--- config.mk ---
export PLATFORM = sky130hd
export DESIGN_NAME = alu_exec_unit
export DESIGN_NICKNAME = d
export VERILOG_FILES = /design/src/rtl/alu_pkg.sv /design/src/rtl/alu_muldiv_core.sv /design/src/rtl/alu_exec_unit.sv
export SDC_FILE = /design/constraint.sdc
export NUM_CORES = 1
export LEC_CHECK = 0
export CAP_MARGIN = 5
export CELL_PAD_IN_SITES_DETAIL_PLACEMENT = 1
export CELL_PAD_IN_SITES_GLOBAL_PLACEMENT = 1
export CORE_MARGIN = 5
export CORE_UTILIZATION = 47
export CTS_CLUSTER_DIAMETER = 100
export DETAILED_ROUTE_END_ITERATION = 10
export PLACE_DENSITY = 0.85
export SETUP_SLACK_MARGIN = 0.02
export SYNTH_ARGS = -nofsm -noshare
export SYNTH_HDL_FRONTEND = slang
export SYNTH_SLANG_ARGS = --single-unit
--- constraint.sdc ---
create_clock -name clk -period 5.15 [get_ports clk]
set_input_delay 1.03 -clock clk [delete_from_list [all_inputs] [get_ports clk]]
set_output_delay 1.03 -clock clk [all_outputs]
set_load 0.01 [all_outputs]
--- src/rtl/alu_pkg.sv ---
// rtl/alu_pkg.sv - shared opcodes and FSM state type for the 8-bit ALU execution unit
package alu_pkg;

  // Operation encodings, shared with the control unit
  localparam logic [1:0] OP_ADD = 2'b00;
  localparam logic [1:0] OP_SUB = 2'b01;
  localparam logic [1:0] OP_MUL = 2'b10;
  localparam logic [1:0] OP_DIV = 2'b11;

  typedef enum logic [1:0] {
    ST_IDLE = 2'b00,
    ST_RUN  = 2'b01,
    ST_DONE = 2'b10
  } alu_state_e;

endpackage

--- src/rtl/alu_muldiv_core.sv ---
// rtl/alu_muldiv_core.sv - iterative shift-add multiplier / restoring divider sharing one adder
import alu_pkg::*;

module alu_muldiv_core #(
  parameter int WIDTH = 8
) (
  input  logic             clk,
  input  logic             reset,
  input  logic             start,
  input  logic [1:0]       op,
  input  logic [WIDTH-1:0] a,
  input  logic [WIDTH-1:0] b,
  output logic             finish,
  output logic [WIDTH-1:0] res_hi,
  output logic [WIDTH-1:0] res_lo
);

  localparam int CW = $clog2(WIDTH + 1);

  // hi holds the product high half (MUL) or remainder (DIV);
  // lo holds the multiplier being shifted out (MUL) or dividend/quotient (DIV)
  logic [WIDTH-1:0] hi_q, hi_d;
  logic [WIDTH-1:0] lo_q, lo_d;
  logic [WIDTH-1:0] opnd_q, opnd_d;
  logic [CW-1:0]    cnt_q, cnt_d;
  logic             op_div_q, op_div_d;

  logic [WIDTH:0]   step_x;
  logic [WIDTH:0]   step_y;
  logic [WIDTH+1:0] step_r;
  logic [WIDTH-1:0] hi_step;
  logic [WIDTH-1:0] lo_step;

  // One iteration step: a single W+2 bit adder that adds for MUL and subtracts for DIV
  always_comb begin
    step_x  = '0;
    step_y  = '0;
    step_r  = '0;
    hi_step = hi_q;
    lo_step = lo_q;
    if (op_div_q) begin
      // Partial remainder is shifted left by one and brought to W+1 bits
      step_x = {hi_q, lo_q[WIDTH-1]};
      step_y = {1'b0, opnd_q};
      step_r = {1'b0, step_x} - {1'b0, step_y};
      if (step_r[WIDTH+1]) begin
        hi_step = step_x[WIDTH-1:0];
        lo_step = {lo_q[WIDTH-2:0], 1'b0};
      end else begin
        hi_step = step_r[WIDTH-1:0];
        lo_step = {lo_q[WIDTH-2:0], 1'b1};
      end
    end else begin
      step_x  = {1'b0, hi_q};
      step_y  = lo_q[0] ? {1'b0, opnd_q} : '0;
      step_r  = {1'b0, step_x} + {1'b0, step_y};
      hi_step = step_r[WIDTH:1];
      lo_step = {step_r[0], lo_q[WIDTH-1:1]};
    end
  end

  // Load operands on start, otherwise iterate while the counter is non-zero
  always_comb begin
    hi_d     = hi_q;
    lo_d     = lo_q;
    opnd_d   = opnd_q;
    cnt_d    = cnt_q;
    op_div_d = op_div_q;
    if (start) begin
      op_div_d = (op == OP_DIV);
      hi_d     = '0;
      lo_d     = (op == OP_DIV) ? a : b;
      opnd_d   = (op == OP_DIV) ? b : a;
      cnt_d    = CW'(WIDTH);
    end else if (cnt_q != '0) begin
      hi_d  = hi_step;
      lo_d  = lo_step;
      cnt_d = cnt_q - CW'(1);
    end
  end

  // Iteration state registers
  always_ff @(posedge clk or posedge reset) begin
    if (reset) begin
      hi_q     <= '0;
      lo_q     <= '0;
      opnd_q   <= '0;
      cnt_q    <= '0;
      op_div_q <= 1'b0;
    end else begin
      hi_q     <= hi_d;
      lo_q     <= lo_d;
      opnd_q   <= opnd_d;
      cnt_q    <= cnt_d;
      op_div_q <= op_div_d;
    end
  end

  // The step outputs are the final result on the last iteration edge
  assign finish = (cnt_q == CW'(1));
  assign res_hi = hi_step;
  assign res_lo = lo_step;

endmodule

--- src/rtl/alu_exec_unit.sv ---
// rtl/alu_exec_unit.sv - ALU execution unit: FSM, single-cycle ADD/SUB, result registers
import alu_pkg::*;

module alu_exec_unit #(
  parameter int WIDTH = 8
) (
  input  logic             clk,
  input  logic             reset,
  input  logic             load_alu,
  input  logic [1:0]       alu_op,
  input  logic [WIDTH-1:0] a,
  input  logic [WIDTH-1:0] b,
  output logic [WIDTH-1:0] result_lo,
  output logic [WIDTH-1:0] result_hi,
  output logic             carry,
  output logic             div_by_zero,
  output logic             busy,
  output logic             done
);

  alu_state_e       state_q, state_d;
  logic [WIDTH-1:0] result_lo_q, result_lo_d;
  logic [WIDTH-1:0] result_hi_q, result_hi_d;
  logic             carry_q, carry_d;
  logic             div_by_zero_q, div_by_zero_d;

  logic             accept;
  logic             core_start;
  logic             core_finish;
  logic [WIDTH-1:0] core_hi;
  logic [WIDTH-1:0] core_lo;
  logic [WIDTH:0]   add_r;
  logic [WIDTH:0]   sub_r;

  // DONE accepts like IDLE so commands can run back-to-back
  assign accept     = load_alu && (state_q != ST_RUN);
  assign core_start = accept && ((alu_op == OP_MUL) || ((alu_op == OP_DIV) && (b != '0)));
  assign add_r      = {1'b0, a} + {1'b0, b};
  assign sub_r      = {1'b0, a} - {1'b0, b};

  alu_muldiv_core #(.WIDTH(WIDTH)) u_core (
    .clk    (clk),
    .reset  (reset),
    .start  (core_start),
    .op     (alu_op),
    .a      (a),
    .b      (b),
    .finish (core_finish),
    .res_hi (core_hi),
    .res_lo (core_lo)
  );

  // Next-state and result update; results only move on a completion edge
  always_comb begin
    state_d       = state_q;
    result_lo_d   = result_lo_q;
    result_hi_d   = result_hi_q;
    carry_d       = carry_q;
    div_by_zero_d = div_by_zero_q;
    case (state_q)
      ST_RUN: begin
        if (core_finish) begin
          state_d       = ST_DONE;
          result_lo_d   = core_lo;
          result_hi_d   = core_hi;
          carry_d       = 1'b0;
          div_by_zero_d = 1'b0;
        end
      end
      default: begin
        state_d = ST_IDLE;
        if (accept) begin
          case (alu_op)
            OP_ADD: begin
              state_d       = ST_DONE;
              result_lo_d   = add_r[WIDTH-1:0];
              result_hi_d   = '0;
              carry_d       = add_r[WIDTH];
              div_by_zero_d = 1'b0;
            end
            OP_SUB: begin
              state_d       = ST_DONE;
              result_lo_d   = sub_r[WIDTH-1:0];
              result_hi_d   = '0;
              carry_d       = sub_r[WIDTH];
              div_by_zero_d = 1'b0;
            end
            OP_MUL: begin
              state_d = ST_RUN;
            end
            default: begin
              if (b == '0) begin
                state_d       = ST_DONE;
                result_lo_d   = '1;
                result_hi_d   = a;
                carry_d       = 1'b0;
                div_by_zero_d = 1'b1;
              end else begin
                state_d = ST_RUN;
              end
            end
          endcase
        end
      end
    endcase
  end

  // State and output registers
  always_ff @(posedge clk or posedge reset) begin
    if (reset) begin
      state_q       <= ST_IDLE;
      result_lo_q   <= '0;
      result_hi_q   <= '0;
      carry_q       <= 1'b0;
      div_by_zero_q <= 1'b0;
    end else begin
      state_q       <= state_d;
      result_lo_q   <= result_lo_d;
      result_hi_q   <= result_hi_d;
      carry_q       <= carry_d;
      div_by_zero_q <= div_by_zero_d;
    end
  end

  assign result_lo   = result_lo_q;
  assign result_hi   = result_hi_q;
  assign carry       = carry_q;
  assign div_by_zero = div_by_zero_q;
  assign busy        = (state_q == ST_RUN);
  assign done        = (state_q == ST_DONE);

endmodule

==> impl_metrics.ini <==
[outcome]
status = completed

[timing]
whs_ps = 513
finalHoldViolations = 0
fmax_mhz = 282
setup_tns_ps = 0
finalClockSkew_ps = 13.6
fin_crit_sh_pct = 68.8
slew_violations = 0
period_needed_ps = 3540
tightest_slew_ps = 1060
slew_headroom_pct = 29.3
setup_viol = 0
rsz0062_at_grt = no

[yosys]
async_flop_share_pct = 100
syn_inst = 462
yosysWarnings = 0
ys_types = 67
ys_seq_area_share_pct = 30.7
syn_area_um2 = 3990
synth_area_per_cell_um2 = 8.64
ys_ff_latch = 49
syn-num-nets = 522
synth_edf_count = 0
synth-main-ff-cell = dfrtp_1

[pwr]
switching_share_pct = 48.9
pwr-share-comb_pct = 64.1
clockPowerShare_pct = 10.0
ir_drop_mv = 0.229
power.switching_mw = 1.46
p_int_mw = 1.53
power_density_nw_per_um2 = 654
pwr-share-seq_pct = 25.9
power_mw = 2.98
leakage_nw = 2.07

[drt]
wl_per_cell_um = 22.4
drt_iter0_markers = 193
drt-total-wl_mm = 13.4
route.detailed.drc = 0
first_pass_iters = 4
ant_nets = 0
avgViaCountPerCell = 6.37
vias = 3803

[floorplan]
floorplan.die.width_um = 102
die_h_um = 102
initial_core_util_pct = 48.3
dieArea_um2 = 10400
core_area_um2 = 8260
rows = 33
ios = 41

[clock_tree]
post_cts_buffers = 0
htreeDepth = 2
ctsResizeCount = 0
clk_latency_ps = 310
cts_tree = done
cts_made_buffers = 5
clk_pin_slew_ps = 100
cts_hold_buf = 0
cts.sinks = 49
clockRootBuffer = clkbuf_8
clk_path_buf_depth = 2

[hold_path]
hold_class = register to register
min_from = result_lo[4]$_DFFE_PP0P_
holdPathStages = 2

[job]
cap_violations = 0

[worst_setup_path]
r2r_slack_ps = 2340
r2r_end = result_hi[3]$_DFFE_PP0P_
cp-start-kind = primary input
path_class = primary input to register
r2r_start = u_core.opnd_q[1]$_DFFE_PP0N_
startpoint = alu_op[1]
cp.arrival_ps = 3720
crit_fanout = 16
endpoint = result_lo[7]$_DFFE_PP0P_
reg2reg_depth = 8
cp.required_ps = 5330
cp-end-kind = register

[layout]
nFillCells = 989
most-common-layout-cells = dfrtp_1, nand2_1, clkdlybuf4s50_1
n_antenna_cell = 0
drive_above_1_share_pct = 5.28
nNetsFinal = 551
layout_commonest_cell = dfrtp_1
syn2layout_area_growth_pct = 14.4

[global_routing]
grt_pass1_wl_mm = 21.5
grtUsageTotal_pct = 26.6
grt_max_degree = 50
grt_pass1_vias = 4045
antenna_found_initial = 0
grt_overflow = 0

[place]
dpl.hpwl_mm = 10.0
portBuffers = 40
finalWeightedCongestion = 0.898
-- synthesized netlist by cell type (8+ instances only) --
cell type / instances / area share, %
dfrtp_1: 49 / 31
nand2_1: 43 / 4.0
o21ai_0: 37 / 4.6
ha_1: 35 / 11
inv_1: 33 / 3.1
a21oi_1: 32 / 4.0
nor2_1: 27 / 2.5
mux2i_1: 25 / 6.3
nand3_1: 15 / 1.9
o211ai_1: 13 / 2.4
a211oi_1: 11 / 2.1
a21o_1: 10 / 1.9
a31oi_1: 9 / 1.4
and2_1: 9 / 1.4
xnor2_1: 9 / 2.0
buf_2: 8 / 1.0
clkbuf_1: 8 / 0.75
-- layer usage --
| metal | track usage [%] | routed length [um] | share of wire (%) |
|---|---|---|---|
| met1 | 34.8 | 5660 | 42 |
| met2 | 46.0 | 6680 | 50 |
| met3 | 2.59 | 609 | 4.6 |
| met4 | 9.18 | 413 | 3.1 |
| met5 | 0 | 0 | 0 |
-- how the worst min path moves through the flow --
stage | slack [ps] | end
2_1_floorplan | 460 | u_core.opnd_q[1]$_DFFE_PP0N_
3_3_place_gp | 470 | carry$_DFFE_PP0P_
3_5_place_dp | 490 | result_lo[4]$_DFFE_PP0P_
4_1_cts | 510 | result_lo[4]$_DFFE_PP0P_
5_1_grt | 540 | result_lo[6]$_DFFE_PP0P_
6_report | 510 | result_lo[4]$_DFFE_PP0P_
-- per-stage QoR --
| step | setup WS (ps) | instances | utilization [%] | area, um2 |
|---|---|---|---|---|
| after detailed placement | 1320 | 589 | 53.8 | 4450 |
| after CTS | 1660 | 597 | 55.3 | 4570 |
| after floorplan | 2370 | 462 | - | 3990 |
| final | 1610 | 597 | 55.3 | 4570 |
| after global placement | 1410 | 589 | 53.8 | 4450 |
| after global routing | 1440 | 597 | 55.3 | 4570 |
-- final cells by class --
class | instances | area [um2] | share of cell area (%)
Clock buffer | 6 | 82.6 | 1.81
Clock inverter | 2 | 37.5 | 0.822
Inverter | 34 | 128 | 2.80
Multi-Input combinational cell | 359 | 2540 | 55.7
Sequential cell | 49 | 1230 | 26.9
Tap cell | 105 | 131 | 2.88
Timing Repair Buffer | 42 | 415 | 9.10
-- critical path, cell delays in order --
cell,delay [ps]
clkdlybuf4s50_1,880
inv_1,210
a41oi_2,330
nor2_2,120
nor2_2,550
inv_2,250
o21ai_0,280
a21oi_1,70
-- power groups by stage --
| stage | Sequential, mW | Combinational (mW) | Clock, mW |
|---|---|---|---|
| 3_5_place_dp | 0.771 | 1.87 | 0 |
| 2_1_floorplan | 0.731 | 1.28 | 0 |
| 5_1_grt | 0.793 | 2.10 | 0.314 |
| 6_report | 0.773 | 1.91 | 0.299 |
| 3_3_place_gp | 0.763 | 1.77 | 0 |
| 4_1_cts | 0.766 | 1.90 | 0.298 |
-- kinds of logic (layout without fill, tap and decap cells) --
| group | count (synthesis) | after routing | share of synthesized area (%) |
|---|---|---|---|
| DFF | 49 | 49 | 30.7 |
| muxes | 25 | 25 | 6.27 |
| and+or+nand+nor | 128 | 128 | 15.3 |
| xor gates and xnor gates | 11 | 11 | 2.41 |
| AOI/OAI and AO/OA | 156 | 156 | 26.8 |
| buffers and inverters | 54 | 84 | 5.55 |
| adders and majority gates | 39 | 39 | 13.0 |
-- sequential cells by signal, summed over array words and instances (netlist names) --
signal           cells
carry                1
result_hi            8
u_core.opnd_q        8
state_q              2
u_core.op_div_q      1
result_lo            8
div_by_zero          1
u_core.hi_q          8
u_core.lo_q          8
u_core.cnt_q         4
No activity file was read; power rests on OpenSTA's default activity.
